**config.mk**
```make
export PLATFORM = sky130hd
export DESIGN_NAME = dds_param_sched
export DESIGN_NICKNAME = d
export VERILOG_FILES = /design/src/rtl/dds_pkg.sv /design/src/rtl/dds_dwell_timer.sv /design/src/rtl/dds_param_sched.sv
export SDC_FILE = /design/constraint.sdc
export NUM_CORES = 1
export LEC_CHECK = 0
export ABC_CLOCK_PERIOD_IN_PS = 2650
export CORE_MARGIN = 4
export CORE_UTILIZATION = 23
export CTS_CLUSTER_SIZE = 30
export DETAILED_ROUTE_END_ITERATION = 10
export SETUP_SLACK_MARGIN = 0.15
export SKIP_CTS_REPAIR_TIMING = 1
export SLEW_MARGIN = 20
export SYNTH_ARGS = -nofsm -noshare
export SYNTH_HDL_FRONTEND = slang
export SYNTH_SLANG_ARGS = --single-unit
```
**constraint.sdc**
```tcl
create_clock -name sys_clk -period 2.65 [get_ports sys_clk]
set_input_delay 0.53 -clock sys_clk [delete_from_list [all_inputs] [get_ports sys_clk]]
set_output_delay 0.53 -clock sys_clk [all_outputs]
set_load 0.01 [all_outputs]
```
**src/rtl/dds_pkg.sv**
```systemverilog
// Shared constants for the DDS parameter scheduler: waveform one-hot codes,
// scheduler state encoding and default frequency limits.
package dds_pkg;

    localparam logic [3:0] WAVE_SIN = 4'b0001;
    localparam logic [3:0] WAVE_SQU = 4'b0010;
    localparam logic [3:0] WAVE_TRI = 4'b0100;
    localparam logic [3:0] WAVE_SAW = 4'b1000;

    localparam logic [1:0] ST_MANUAL   = 2'd0;
    localparam logic [1:0] ST_SWEEP_UP = 2'd1;
    localparam logic [1:0] ST_SWEEP_DN = 2'd2;

    localparam logic [6:0] DFLT_FREQ_MIN  = 7'd20;
    localparam logic [6:0] DFLT_FREQ_MAX  = 7'd100;
    localparam logic [6:0] DFLT_FREQ_STEP = 7'd5;

    // Any code that is not a legal one-hot value recovers to sine.
    function automatic logic [3:0] wave_rotate(input logic [3:0] w);
        case (w)
            WAVE_SIN: return WAVE_SQU;
            WAVE_SQU: return WAVE_TRI;
            WAVE_TRI: return WAVE_SAW;
            default:  return WAVE_SIN;
        endcase
    endfunction

endpackage

```
**src/rtl/dds_dwell_timer.sv**
```systemverilog
// Dwell timer for the frequency sweep: counts 0..DWELL_CYC-1 while enabled and
// pulses o_tick on the terminal count.
module dds_dwell_timer #(
    parameter logic [31:0] DWELL_CYC = 32'd50_000_000
) (
    input  logic sys_clk,
    input  logic sys_rst_n,
    input  logic i_clear,
    input  logic i_enable,
    output logic o_tick
);

    logic [31:0] r_cnt;
    logic        w_terminal;

    assign w_terminal = (r_cnt == (DWELL_CYC - 32'd1));
    // A clear on the terminal cycle suppresses the tick so a mode toggle never steps.
    assign o_tick     = i_enable & ~i_clear & w_terminal;

    always_ff @(posedge sys_clk or negedge sys_rst_n) begin
        if (!sys_rst_n) begin
            r_cnt <= '0;
        end else if (i_clear) begin
            r_cnt <= '0;
        end else if (i_enable) begin
            r_cnt <= w_terminal ? 32'd0 : (r_cnt + 32'd1);
        end
    end

endmodule

```
**src/rtl/dds_param_sched.sv**
```systemverilog
// DDS parameter scheduler: maps debounced key pulses to wave_sel, freq,
// phase_ctrl and key_flag, with a manual mode and a triangular auto sweep.
module dds_param_sched
    import dds_pkg::*;
#(
    parameter logic [6:0]  FREQ_MIN   = DFLT_FREQ_MIN,
    parameter logic [6:0]  FREQ_MAX   = DFLT_FREQ_MAX,
    parameter logic [6:0]  FREQ_STEP  = DFLT_FREQ_STEP,
    parameter logic [31:0] DWELL_CYC  = 32'd50_000_000,
    parameter logic [4:0]  PHASE_STEP = 5'd8
) (
    input  logic       sys_clk,
    input  logic       sys_rst_n,
    input  logic       key_wave,
    input  logic       key_freq_up,
    input  logic       key_freq_dn,
    input  logic       key_phase,
    input  logic       key_sweep,
    output logic [3:0] wave_sel,
    output logic [6:0] freq,
    output logic [4:0] phase_ctrl,
    output logic       key_flag,
    output logic       sweep_active
);

    logic [1:0] r_state;
    logic [1:0] w_state_nxt;
    logic [6:0] r_freq;
    logic [6:0] w_freq_nxt;
    logic [3:0] r_wave_sel;
    logic [4:0] r_phase_ctrl;
    logic       r_key_flag;
    logic       r_sweep_active;
    logic       w_tick;
    logic [7:0] w_sum;
    logic [7:0] w_diff;
    logic [7:0] w_floor;

    function automatic logic [6:0] clamp_freq(input logic [7:0] v);
        if (v > {1'b0, FREQ_MAX}) return FREQ_MAX;
        if (v < {1'b0, FREQ_MIN}) return FREQ_MIN;
        return v[6:0];
    endfunction

    // 8-bit arithmetic; the difference floors at 0 so it can never wrap.
    assign w_sum   = {1'b0, r_freq} + {1'b0, FREQ_STEP};
    assign w_diff  = (r_freq >= FREQ_STEP) ? ({1'b0, r_freq} - {1'b0, FREQ_STEP}) : 8'd0;
    assign w_floor = {1'b0, FREQ_MIN} + {1'b0, FREQ_STEP};

    dds_dwell_timer #(
        .DWELL_CYC (DWELL_CYC)
    ) u_dwell (
        .sys_clk   (sys_clk),
        .sys_rst_n (sys_rst_n),
        .i_clear   (key_sweep),
        .i_enable  (r_state != ST_MANUAL),
        .o_tick    (w_tick)
    );

    always_comb begin
        w_state_nxt = r_state;
        w_freq_nxt  = r_freq;
        if (key_sweep) begin
            w_state_nxt = (r_state == ST_MANUAL) ? ST_SWEEP_UP : ST_MANUAL;
        end else begin
            case (r_state)
                ST_MANUAL: begin
                    if (key_freq_up && !key_freq_dn) begin
                        w_freq_nxt = clamp_freq(w_sum);
                    end else if (key_freq_dn && !key_freq_up) begin
                        w_freq_nxt = clamp_freq(w_diff);
                    end
                end
                ST_SWEEP_UP: begin
                    if (w_tick) begin
                        if (w_sum >= {1'b0, FREQ_MAX}) begin
                            w_freq_nxt  = FREQ_MAX;
                            w_state_nxt = ST_SWEEP_DN;
                        end else begin
                            w_freq_nxt = clamp_freq(w_sum);
                        end
                    end
                end
                ST_SWEEP_DN: begin
                    if (w_tick) begin
                        if ({1'b0, r_freq} <= w_floor) begin
                            w_freq_nxt  = FREQ_MIN;
                            w_state_nxt = ST_SWEEP_UP;
                        end else begin
                            w_freq_nxt = clamp_freq(w_diff);
                        end
                    end
                end
                default: w_state_nxt = ST_MANUAL;
            endcase
        end
    end

    always_ff @(posedge sys_clk or negedge sys_rst_n) begin
        if (!sys_rst_n) begin
            r_state        <= ST_MANUAL;
            r_sweep_active <= 1'b0;
            r_freq         <= FREQ_MIN;
            r_wave_sel     <= WAVE_SIN;
            r_key_flag     <= 1'b0;
            r_phase_ctrl   <= PHASE_STEP;
        end else begin
            r_state        <= w_state_nxt;
            r_sweep_active <= (w_state_nxt != ST_MANUAL);
            r_freq         <= w_freq_nxt;
            r_key_flag     <= key_phase;
            r_phase_ctrl   <= PHASE_STEP;
            if (key_wave) begin
                r_wave_sel <= wave_rotate(r_wave_sel);
            end
        end
    end

    assign wave_sel     = r_wave_sel;
    assign freq         = r_freq;
    assign phase_ctrl   = r_phase_ctrl;
    assign key_flag     = r_key_flag;
    assign sweep_active = r_sweep_active;

endmodule
```
; Word level (Yosys, flattened, before mapping)
; Cells that the tools add are included.
[totals]
ff_bits = 47
[classes]
n_addsub = 3
magnitude_cmp = 7
n_eq_ne = 9
n_mux = 69
n_bitwise = 3
n_reduce_logical = 10
[op_table]
columns = op, n
row1 = $mux W7, 18
row2 = $mux W32, 3
row3 = $mux W1, 39
row4 = $add A32 B1 Y32 const B, 1
row5 = $eq A32 B26 Y1 const B, 1
row6 = $pmux W7 S3, 1
row7 = $gt A8 B7 Y1 const B, 2
row8 = $lt A8 B5 Y1 const B, 2
row9 = $pmux W4 S3, 1
row10 = $mux W2, 5
row11 = $add A7 B3 Y8 const B, 1
row12 = $ge A8 B7 Y1 const B, 1
row13 = $mux W8, 1
row14 = $sub A7 B3 Y8 const B, 1
row15 = $ge A7 B3 Y1 const B, 1
row16 = $le A7 B5 Y1 const B, 1
row17 = $pmux W2 S3, 1
row18 = $reduce_bool A2 Y1, 3
row19 = $reduce_and A5 Y1, 1
row20 = $eq A4 B1 Y1 const B, 1
row21 = $eq A4 B2 Y1 const B, 1
row22 = $eq A4 B3 Y1 const B, 1
row23 = $ne A2 B1 Y1 const B, 2
row24 = $ne A3 B1 Y1 const B, 1
row25 = other kinds (8), 11

; Depth between registers and ports, before layout
; Gate-level depths: netlist of the first run.
[logic_depth]
ltp_word = 18
ltp_mapped = 10
mapped_depth_nobuf = 9

; Cells and area by module
; From an unflattened synthesis of the first run, not the netlist that was laid out.
[unflattened]
hier_cells = 476
area_unflattened_um2 = 3832.4
[by_module_without_submodules]
columns = module, n_inst, cells_per_inst, area_each_um2, seq_area_each_um2
row1 = dds_dwell_timer, 1, 229, 1964.4, 800.8
row2 = dds_param_sched, 1, 247, 1868.0, 379.1

; Least setup slack after synthesis of the first run
; OpenSTA, ideal clock, no wires.
[synth_path]
path_kind = reg2reg
startpoint = reg r_freq[0] (netlist: freq[0])
endpoint = reg r_freq[3] (netlist: freq[3])
setup_time_ps = 87
t_arrival_ps = 2595
required_time_ps = 2563
path_slack_ps = -33
stages_incl_launch_ff = 11
n_path_buf = 1
period_less_slack_ps = 2683
path_cell_list = dfrtp_1 clkbuf_1 inv_1 ha_1 nor2b_1 o21ai_0 a221oi_1 a211oi_4 o41ai_1 a221oi_1 a211oi_2
[synth_between]
elab_chain_cells = 14
word_cells_on_any_way = 65
[synth_lines]
columns = element, line
row1 = "start, declared", dds_param_sched.sv:28  ; logic [6:0] r_freq;
row2 = "start signal, assigned", dds_param_sched.sv:110  ; r_freq <= w_freq_nxt;
row3 = $sub A7 B3 Y8 or $ge A7 B3 Y1 (tied branches), dds_param_sched.sv:47  ; assign w_diff = (r_freq >= FREQ_STEP) ? ({1'b0, r_freq} - {1'b0, FREQ_STEP}) : 8'd0;
row4 = $mux W8, dds_param_sched.sv:47
row5 = $lt A8 B5 Y1, dds_param_sched.sv:41  ; if (v < {1'b0, FREQ_MIN}) return FREQ_MIN;
row6 = $mux W1 (2 in a row), dds_param_sched.sv:41
row7 = $mux W1 (on tied branches), "dds_param_sched.sv:86, dds_param_sched.sv:70"
row8 = $mux W1 (on tied branches), "dds_param_sched.sv:85, dds_param_sched.sv:68"
row9 = $mux W1, dds_param_sched.sv:66  ; case (r_state)
row10 = $mux W1, dds_param_sched.sv:63  ; if (key_sweep) begin
row11 = $mux W7, dds_param_sched.sv:42  ; return v[6:0];
row12 = $mux W7, dds_param_sched.sv:41
row13 = $mux W7 (on tied branches), "dds_param_sched.sv:86, dds_param_sched.sv:70"
row14 = $mux W7 (on tied branches), "dds_param_sched.sv:85, dds_param_sched.sv:68"
row15 = $pmux W7 S3 *, dds_param_sched.sv:66
; Mark *: on every way between the ends. The rest lies on a longest branch, timed or not. The select of a mux whose other input is x is not followed.
; A chain may end at the register's enable or synchronous reset.

; Worst setup path after layout of the first run
[layout_path]
startpoint = reg r_freq[4] (netlist: freq[4])
endpoint = reg r_freq[3] (netlist: freq[3])
; Same word-level chain as after synthesis.

==> results of run 1 <==
[cells in the final DEF, fill, tap and decap left out, types with 8 or more instances in the layout]
master and count:
a31oi_1 10, dfrtp_1 42, nand2b_1 8, o31ai_1 10
clkdlybuf4s50_1 18, a21oi_1 16, buf_4 43, inv_1 12
nor2_1 30, o21ai_0 53, nand3_1 22, nand2_1 48
[synthesized netlist by cell type, drive strengths merged, types with 9 or more instances]
| master | n | share of area |
|---|---|---|
| nand2b | 9 | 0.016 |
| o21ai | 61 | 0.086 |
| nor4 | 10 | 0.023 |
| nand2 | 49 | 0.051 |
| inv | 14 | 0.015 |
| nor2 | 31 | 0.032 |
| a21oi | 18 | 0.026 |
| buf | 16 | 0.027 |
| dfrtp | 44 | 0.30 |
| nand3 | 22 | 0.030 |
| a31oi | 11 | 0.019 |
| o31ai | 10 | 0.021 |
| ha | 9 | 0.031 |
| a211oi | 9 | 0.024 |
| clkbuf | 15 | 0.016 |
[power by group through the flow]
stage                     clock network (mW)  logic (mW)  registers (mW)
after detailed placement                   0        2.28            1.01
after global placement                     0        2.25            1.01
after global routing                   0.883        3.11            1.02
final                                  0.833        2.88            1.00
after CTS                              0.854        2.29            1.00
after floorplan                            0        1.52           0.958
[critical path: stages, from the launching register on]
cell	delay, ns
dfstp_4	0.51
or4_4	0.59
a21oi_4	0.18
a21oi_1	0.10
a211oi_4	0.46
o41ai_2	0.13
a221oi_1	0.29
a211oi_2	0.05
[registers in the layout, indices dropped and copies added (netlist names)]
signal / count
sweep_active: 1
key_flag: 1
wave_sel: 4
r_state: 2
freq: 7
u_dwell.r_cnt: 32
[cells by family after synthesis]
kind of cell | Yosys count | share of synthesized area
and+or+nand+nor | 186 | 0.276
AOI/OAI and AO/OA | 157 | 0.290
DFF | 47 | 0.327
buffers and inverters | 45 | 0.0575
adders and majority gates | 9 | 0.0312
xor gates and xnor gates | 7 | 0.0170
other | 2 | 0.00208
[final timing paths]
path	slack, ns	start	endpoint	depth (start not counted)
max	0.21	freq[4]	freq[3]	7
min	0.16	sys_rst_n	u_dwell.r_cnt[24]	1
max reg2reg	0.21	freq[4]	freq[3]	7
min reg2reg	0.48	u_dwell.r_cnt[22]	u_dwell.r_cnt[22]	1
max in group asynchronous	1.85	sys_rst_n	freq[2]	2
min in group sys_clk	0.48	u_dwell.r_cnt[22]	u_dwell.r_cnt[22]	1
[layout make-up]
cell class | instances | share of cell area
clock buffer | 5 | 0.0259
sequential | 47 | 0.247
clock inverter | 3 | 0.0140
multi-input combinational | 364 | 0.516
tap | 211 | 0.0547
timing repair buffer | 70 | 0.132
inverter | 14 | 0.0109
[routing by layer]
layer	share of wire	up-vias
met5	0	-
met4	0.0062	0
met3	0.041	12
met2	0.53	127
met1	0.43	1849
li1	-	1778
[stage by stage]
| stage | TNS [ns] | std cells |
|---|---|---|
| floorplan | 0 | 456 |
| CTS | -0.0101 | 698 |
| global route | 0 | 714 |
| finish | 0 | 714 |
| detailed placement | 0 | 690 |
| global placement | 0 | 690 |
==> key figures, run 1 <==
Route
  – DR vias: 3766
  – DR WL/cell: 15.4 µm
  – DRC viols: 0
  – Iteration-0 DRC count of the detailed router: 337
  – Routed wire length: 11000 µm
  – 1st-pass router iterations: 7
  – Antenna-violating nets left: 0
  – Via-to-Cell Ratio: 5.27

Layout
  – Layout cells sized above 1: 0.247
  – Syn-to-layout area delta: 33.5%
  – Finished Core Util: 0.315
  – Antenna Cells: 0
  – Register area: 0.00119 mm²
  – Multi-input gate area: 0.00249 mm²
  – Layout Nets: 518
  – Fill cells: 1610
  – Final instance area: 0.00482 mm²

Die
  – Io pins: 25
  – Die Wd: 133 µm
  – Starting Density: 0.236
  – Chip height: 133 µm
  – Core area: 0.0153 mm²
  – Row cnt: 45
  – Die area: 0.0178 mm²

Global routing
  – Antenna violations before repair: 0
  – Vias in the first global route: 3561
  – GRT Max-Usage Layer: met2
  – Largest net degree at the start of global routing: 35
  – Grt total ovfl: 0
  – M2 GR Usage: 0.207
  – GR Layer Usage met3: 0.0155
  – Met1 usage: 0.148
  – Gr usage total: 0.116
  – First-pass GRT wire length: 17400 µm

Timing
  – Final setup margin: 0.213 ns
  – Final Max Slew Viols: 0
  – RSZ-0062 raised after global routing: yes
  – Hold WS: 0.159 ns
  – Worst slew margin: 0.589
  – Max frequency: 410 MHz
  – Clk_skew: 0.00743 ns
  – Final Cycle Share: 0.920
  – Count of final hold-check violations: 0
  – Slew @ Worst Pin: 0.615 ns
  – Min cycle time layout: 2.44 ns
  – Final setup fails: 0

Yosys
  – Async SR Flop Fraction: 1.00
  – Top_reg_cell synth: dfrtp_1
  – Ys Warns: 0
  – Cell variety after synth: 71
  – Post-Syn Instances: 453
  – Post-synthesis sequential area ratio: 0.327
  – Syn Area/Cell: 7.97 µm²
  – Area of the mapped netlist: 0.00361 mm²
  – Synthesized flop and latch total: 47
  – Number of enable flip-flop cells after synthesis: 0

Power
  – Leak Pwr: 1.82 nW
  – Pint: 2.68 mW
  – Flop pwr share: 0.213
  – VDD IR max: 415 µV
  – Sw Share: 0.430
  – Psw: 2.03 mW
  – Total power: 4.71 mW
  – Clock power frac: 0.177
  – Logic pwr share: 0.610
  – Pwr dens: 977 mW/mm²

Clock tree
  – TritonCTS buffer count: 5
  – Clock Tree Buf Depth: 2
  – Clk_lat worst skew: 0.29 ns
  – CTS tree: done
  – H-tree lvl count: 2
  – Clk sinks: 47
  – Clk root buf: clkbuf_16
  – Clk pin slew, worst setup/hold paths: 0.07 ns

Worst setup path
  – Setup CP Type: flip-flop to flip-flop
  – Crit start category: flip-flop
  – Worst EP arrival: 2.61 ns
  – Crit Path Max Fanout: 6
  – Critical Path Sink Type: flip-flop
  – CP Data Required Time: 2.82 ns

Placement
  – RePlAce Congestion: 0.914
  – Port bufs: 19
  – Dpl hpwl: 7630 µm
  – Placed Area: 0.00422 mm²
  – Pre-CTS WS: 0.0102 ns

Run
  – Max_cap viols: 0

Run status
  – Status: finished, final reports clean

Hold path
  – Hold Crit Class: input port to asynchronous set/reset pin
(Power assumes the default switching activity.)
==> run 2: changes to the inputs <==
--- a/config.mk
+++ b/config.mk
@@ -6,10 +6,12 @@
 export NUM_CORES = 1
 export LEC_CHECK = 0
 export ABC_CLOCK_PERIOD_IN_PS = 2650
+export CAP_MARGIN = 30
 export CORE_MARGIN = 4
 export CORE_UTILIZATION = 23
 export CTS_CLUSTER_SIZE = 30
 export DETAILED_ROUTE_END_ITERATION = 10
+export REMOVE_ABC_BUFFERS = 1
 export SETUP_SLACK_MARGIN = 0.15
 export SKIP_CTS_REPAIR_TIMING = 1
 export SLEW_MARGIN = 20
==> key figures, run 2 (same netlist as run 1, synthesis figures left out) <==
Timing
  – Worst slew margin: 0.498 (was 0.589)
  – Sum Neg Setup Slack: 0 ns (unchanged)
  – Min cycle time layout: 2.49 ns (was 2.44 ns)
  – Count of final hold-check violations: 0 (unchanged)
  – Final setup margin: 0.164 ns (was 0.213 ns)
  – Max frequency: 402 MHz (was 410 MHz)
  – Clk_skew: 0.00941 ns (was 0.00743 ns)
  – Slew @ Worst Pin: 0.753 ns (was 0.615 ns)
  – Final Cycle Share: 0.938 (was 0.920)
  – Final Max Slew Viols: 0 (unchanged)
  – RSZ-0062 raised after global routing: yes (unchanged)
  – Final setup fails: 0 (unchanged)

Die
  – Chip height: 133 µm (unchanged)
  – Core area: 0.0153 mm² (unchanged)
  – Starting Density: 0.236 (unchanged)
  – Die area: 0.0178 mm² (unchanged)
  – Io pins: 25 (unchanged)
  – Die Wd: 133 µm (unchanged)
  – Row cnt: 45 (unchanged)

Power
  – Clock power frac: 0.149 (was 0.177)
  – Total power: 4.22 mW (was 4.71 mW)
  – Psw: 1.87 mW (was 2.03 mW)
  – Leak Pwr: 1.76 nW (was 1.82 nW)
  – VDD IR max: 607 µV (was 415 µV)
  – Flop pwr share: 0.249 (was 0.213)
  – Pint: 2.35 mW (was 2.68 mW)
  – Sw Share: 0.444 (was 0.430)
  – Pwr dens: 914 mW/mm² (was 977 mW/mm²)
  – Logic pwr share: 0.603 (was 0.610)

Global routing
  – GR Layer Usage met3: 0.0193 (was 0.0155)
  – Gr usage total: 0.115 (was 0.116)
  – Vias in the first global route: 3448 (was 3561)
  – Grt total ovfl: 0 (unchanged)
  – First-pass GRT wire length: 17100 µm (was 17400 µm)
  – GRT Max-Usage Layer: met2 (unchanged)
  – Antenna violations before repair: 0 (unchanged)
  – Met1 usage: 0.154 (was 0.148)
  – Largest net degree at the start of global routing: 31 (was 35)
  – M2 GR Usage: 0.192 (was 0.207)

Clock tree
  – H-tree lvl count: 2 (unchanged)
  – Clk pin slew, worst setup/hold paths: 0.07 ns (about the same)
  – TritonCTS buffer count: 5 (unchanged)
  – Clk sinks: 47 (unchanged)
  – Clk_lat worst skew: 0.30 ns (was 0.29 ns)
  – Clock Tree Buf Depth: 2 (unchanged)
  – Clk root buf: clkbuf_16 (unchanged)
  – CTS tree: done (unchanged)

Worst setup path
  – Worst R2R Setup Slack: 0.16 ns (was 0.21 ns)
  – Reg2Reg Depth: 7 (unchanged)
  – Worst EP arrival: 2.72 ns (was 2.61 ns)
  – Setup CP Type: flip-flop to flip-flop (unchanged)
  – RR Startpoint: freq[4] (unchanged)
  – Crit start category: flip-flop (unchanged)
  – Critical path startpoint: freq[4] (unchanged)
  – CP cell instances: or4_4 -> a21oi_4 -> o211ai_2 -> a311o_1 -> o211ai_1 -> nand3_1 -> o21a_1 (was or4_4 -> a21oi_4 -> a21oi_1 -> a211oi_4 -> o41ai_2 -> a221oi_1 -> a211oi_2)
  – Crit Path Max Fanout: 19 (was 6)
  – CP peak stage delay: 0.63 ns (was 0.59 ns)
  – Crit path capture: freq[2] (was freq[3])
  – Max stage delay cell, worst path: or4_4 (unchanged)
  – Reg-to-reg endpoint: freq[2] (was freq[3])
  – Critical Path Sink Type: flip-flop (unchanged)
  – CP Data Required Time: 2.88 ns (was 2.82 ns)

Placement
  – Dpl hpwl: 7550 µm (was 7630 µm)
  – Pre-CTS WS: 0.00626 ns (was 0.0102 ns)
  – Port bufs: 19 (unchanged)
  – RePlAce Congestion: 0.967 (was 0.914)

Route
  – Iteration-0 DRC count of the detailed router: 312 (was 337)
  – DR vias: 3628 (was 3766)
  – Routed wire length: 10600 µm (was 11000 µm)
  – DR WL/cell: 14.9 µm (was 15.4 µm)
  – DRC viols: 0 (unchanged)
  – Via-to-Cell Ratio: 5.11 (was 5.27)
  – Antenna-violating nets left: 0 (unchanged)
  – 1st-pass router iterations: 5 (was 7)

Layout
  – Most common cell after layout, fill and taps aside: o21ai_0 (unchanged)
  – Fill cells: 1649 (was 1610)
  – Most flops, register: u_dwell.r_cnt (unchanged)
  – Layout cells sized above 1: 0.214 (was 0.247)
  – Syn-to-layout area delta: 27.7% (was 33.5%)
  – Antenna Cells: 0 (unchanged)
  – Layout Nets: 514 (was 518)
  – Most frequent cells in the layout: o21ai_0, nand2_1, buf_4 (unchanged)
  – Max FFs per register: 32 (unchanged)

Run status
  – Status: finished, final reports clean (unchanged)

Run
  – Max_cap viols: 0 (unchanged)

Hold path
  – Hold Crit Class: input port to asynchronous set/reset pin (unchanged)
==> run 2: power groups by stage <==
stage	Combinational (mW)	Clock (mW)	Sequential, mW
6_report	2.54	0.628	1.05
3_5_place_dp	2.30	0	1.04
2_1_floorplan	1.28	0	1.08
3_3_place_gp	2.27	0	1.03
4_1_cts	2.31	0.656	1.03
5_1_grt	2.74	0.681	1.06
==> run 2: worst min-delay path by stage <==
stage / start / endpoint / slack (ns) / depth (start not counted)
CTS: sys_rst_n / sweep_active / 0.34 / 1
detailed placement: u_dwell.r_cnt[22] / u_dwell.r_cnt[22] / 0.48 / 1
global route: sys_rst_n / u_dwell.r_cnt[4] / 0.37 / 1
finish: sys_rst_n / u_dwell.r_cnt[28] / 0.30 / 1
global placement: u_dwell.r_cnt[22] / u_dwell.r_cnt[22] / 0.47 / 1
floorplan: sys_rst_n / freq[0] / 0.23 / 0
==> run 2: layout make-up <==
| class | instances | area, µm² | share of cell area |
|---|---|---|---|
| Clock buffer | 8 | 136 | 0.0296 |
| Inverter | 14 | 52.6 | 0.0114 |
| Multi-Input combinational cell | 364 | 2400 | 0.520 |
| Sequential cell | 47 | 1190 | 0.257 |
| Tap cell | 211 | 264 | 0.0572 |
| Timing Repair Buffer | 66 | 576 | 0.125 |
==> run 2: critical path: cells and delay by family (launching register included) <==
family	cells	cell delay (ns)
flops	1	0.48
simple gates	2	0.75
compound gates	5	1.18
==> run 2: layer usage <==
layer,share of wire,vias up
met5,0,-
met2,0.48,96
met3,0.042,7
met1,0.47,1753
li1,-,1772
met4,0.0098,0
==> run 2: through the flow <==
| stage | instance area, µm² | instances | hold slack [ns] | util |
|---|---|---|---|---|
| 6_report | 4610 | 710 | 0.303 | 0.301 |
| 2_1_floorplan | 3470 | 425 | 0.234 | - |
| 5_1_grt | 4610 | 710 | 0.371 | 0.301 |
| 4_1_cts | 4380 | 705 | 0.336 | 0.286 |
| 3_5_place_dp | 4250 | 697 | 0.483 | 0.277 |
| 3_3_place_gp | 4250 | 697 | 0.474 | 0.277 |
==> run 3: changes to the inputs <==
--- a/config.mk
+++ b/config.mk
@@ -7,7 +7,7 @@
 export LEC_CHECK = 0
 export ABC_CLOCK_PERIOD_IN_PS = 2650
 export CAP_MARGIN = 30
-export CORE_MARGIN = 4
+export CORE_MARGIN = 2
 export CORE_UTILIZATION = 23
 export CTS_CLUSTER_SIZE = 30
 export DETAILED_ROUTE_END_ITERATION = 10
==> key figures, run 3 (same netlist as run 1, synthesis figures left out) <==
Route
  – DRC viols: 0 (unchanged)
  – DR WL/cell: 15.8 µm (was 14.9 µm)
  – Antenna-violating nets left: 0 (unchanged)
  – Iteration-0 DRC count of the detailed router: 314 (was 312)
  – DR vias: 3823 (was 3628)
  – Routed wire length: 11500 µm (was 10600 µm)
  – 1st-pass router iterations: 5 (unchanged)
  – Via-to-Cell Ratio: 5.25 (was 5.11)

Worst setup path
  – Crit start category: flip-flop (unchanged)
  – CP delay by family, top: compound AO/OA/AOI/OAI gates (unchanged)
  – Max stage delay cell, worst path: or4_4 (unchanged)
  – CP Data Required Time: 2.90 ns (was 2.88 ns)
  – Crit Path Max Fanout: 6 (was 19)
  – Setup CP Type: flip-flop to flip-flop (unchanged)
  – Worst EP arrival: 2.73 ns (was 2.72 ns)
  – CP cell instances: or4_4 -> o211ai_1 -> a22oi_2 -> o211a_4 -> o41ai_4 -> a21oi_1 -> o21a_1 (was or4_4 -> a21oi_4 -> o211ai_2 -> a311o_1 -> o211ai_1 -> nand3_1 -> o21a_1)
  – CP peak stage delay: 0.57 ns (was 0.63 ns)
  – Buffers & Inverters on Critical Path: 0 (unchanged)
  – Critical Path Sink Type: flip-flop (unchanged)

Power
  – Pint: 2.79 mW (was 2.35 mW)
  – Logic pwr share: 0.637 (was 0.603)
  – Psw: 2.14 mW (was 1.87 mW)
  – Sw Share: 0.434 (was 0.444)
  – Clock power frac: 0.159 (was 0.149)
  – VDD IR max: 637 µV (was 607 µV)
  – Pwr dens: 1000 mW/mm² (was 914 mW/mm²)
  – Flop pwr share: 0.203 (was 0.249)
  – Leak Pwr: 1.91 nW (was 1.76 nW)
  – Total power: 4.94 mW (was 4.22 mW)

Layout
  – Fin cells: 728 (was 710)
  – Finished Core Util: 0.323 (was 0.301)
  – Most common cell after layout, fill and taps aside: buf_4 (was o21ai_0)
  – Antenna Cells: 0 (unchanged)
  – Most flops, register: u_dwell.r_cnt (unchanged)
  – Most frequent cells in the layout: buf_4, o21ai_0, nand2_1 (was o21ai_0, nand2_1, buf_4)
  – Fill cells: 1581 (was 1649)
  – Final instance area: 0.00493 mm² (was 0.00461 mm²)
  – Max FFs per register: 32 (unchanged)
  – Layout Nets: 532 (was 514)
  – Syn-to-layout area delta: 36.4% (was 27.7%)
  – Layout cells sized above 1: 0.255 (was 0.214)

Run
  – Max_cap viols: 0 (unchanged)

Timing
  – Sum Neg Setup Slack: 0 ns (unchanged)
  – Worst slew margin: 0.536 (was 0.498)
  – Final Max Slew Viols: 0 (unchanged)
  – Final setup fails: 0 (unchanged)
  – Hold WS: 0.337 ns (was 0.303 ns)
  – Min cycle time layout: 2.48 ns (was 2.49 ns)
  – Count of final hold-check violations: 0 (unchanged)
  – Final Cycle Share: 0.937 (was 0.938)
  – Max frequency: 403 MHz (was 402 MHz)
  – Clk_skew: 0.0109 ns (was 0.00941 ns)
  – Slew @ Worst Pin: 0.695 ns (was 0.753 ns)
  – Final setup margin: 0.166 ns (was 0.164 ns)
  – RSZ-0062 raised after global routing: yes (unchanged)

Clock tree
  – Clock Tree Buf Depth: 2 (unchanged)
  – Clk_lat worst skew: 0.31 ns (was 0.30 ns)
  – TritonCTS buffer count: 5 (unchanged)
  – Clk sinks: 47 (unchanged)
  – Clk pin slew, worst setup/hold paths: 0.07 ns (about the same)
  – H-tree lvl count: 2 (unchanged)
  – CTS tree: done (unchanged)
  – Clk root buf: clkbuf_16 (unchanged)

Placement
  – Dpl hpwl: 7510 µm (was 7550 µm)
  – Port bufs: 19 (unchanged)
  – DP Cell Count: 704 (was 697)
  – Pre-CTS WS: 0.0118 ns (was 0.00626 ns)
  – Placed Area: 0.00431 mm² (was 0.00425 mm²)
  – RePlAce Congestion: 0.874 (was 0.967)

Die
  – Die area: 0.0167 mm² (was 0.0178 mm²)
  – Starting Density: 0.237 (was 0.236)
  – Core area: 0.0153 mm² (about the same)
  – Row cnt: 45 (unchanged)
  – Chip height: 129 µm (was 133 µm)
  – Io pins: 25 (unchanged)
  – Die Wd: 129 µm (was 133 µm)

Run status
  – Status: finished, final reports clean (unchanged)

Hold path
  – Hold Crit Class: input port to asynchronous set/reset pin (unchanged)

Global routing
  – Antenna violations before repair: 0 (unchanged)
  – Largest net degree at the start of global routing: 48 (was 31)
  – Grt total ovfl: 0 (unchanged)
  – First-pass GRT wire length: 17400 µm (was 17100 µm)
  – Vias in the first global route: 3594 (was 3448)
  – Gr usage total: 0.129 (was 0.115)
[run 3: cell count changes in the layout (fill, tap and decap cells not counted), moves of 3 or more]
cell      before  now
clkbuf_1       3    0
o41ai_4        0    3
buf_6          0    3
buf_4         44   59
[run 3: layout make-up]
| class | instances | area (µm²) | area share |
|---|---|---|---|
| inverter | 14 | 52.6 | 0.0107 |
| sequential | 47 | 1190 | 0.242 |
| multi-input combinational | 364 | 2510 | 0.510 |
| tap | 211 | 264 | 0.0536 |
| timing repair buffer | 84 | 727 | 0.148 |
| clock inverter | 2 | 38.8 | 0.00787 |
| clock buffer | 6 | 139 | 0.0282 |
[run 3: final timing paths]
| check | startpoint | endpoint | slack [ns] | cells after the start |
|---|---|---|---|---|
| min in group sys_clk | u_dwell.r_cnt[5] | u_dwell.r_cnt[5] | 0.52 | 1 |
| worst min-delay path | sys_rst_n | u_dwell.r_cnt[28] | 0.34 | 2 |
| worst max register to register | freq[4] | freq[2] | 0.17 | 7 |
| worst min register to register | u_dwell.r_cnt[5] | u_dwell.r_cnt[5] | 0.52 | 1 |
| max in group asynchronous | sys_rst_n | freq[0] | 1.84 | 2 |
| worst max-delay path | freq[4] | freq[2] | 0.17 | 7 |
[run 3: power by group through the flow]
stage          logic [mW]  registers (mW)  clock network [mW]
4_1_cts              2.43            1.01               0.814
6_report             3.15            1.00               0.787
5_1_grt              3.37            1.02               0.825
3_3_place_gp         2.40            1.02                   0
2_1_floorplan        1.28            1.08                   0
3_5_place_dp         2.41            1.03                   0
[run 3: metal layers]
metal / track usage / wire length (µm) / vias up
met5: 0 / 0 / -
met4: 0.0543 / 270 / 0
met3: 0.0215 / 522 / 19
met2: 0.214 / 5560 / 128
met1: 0.166 / 5140 / 1865
li1: - / - / 1811
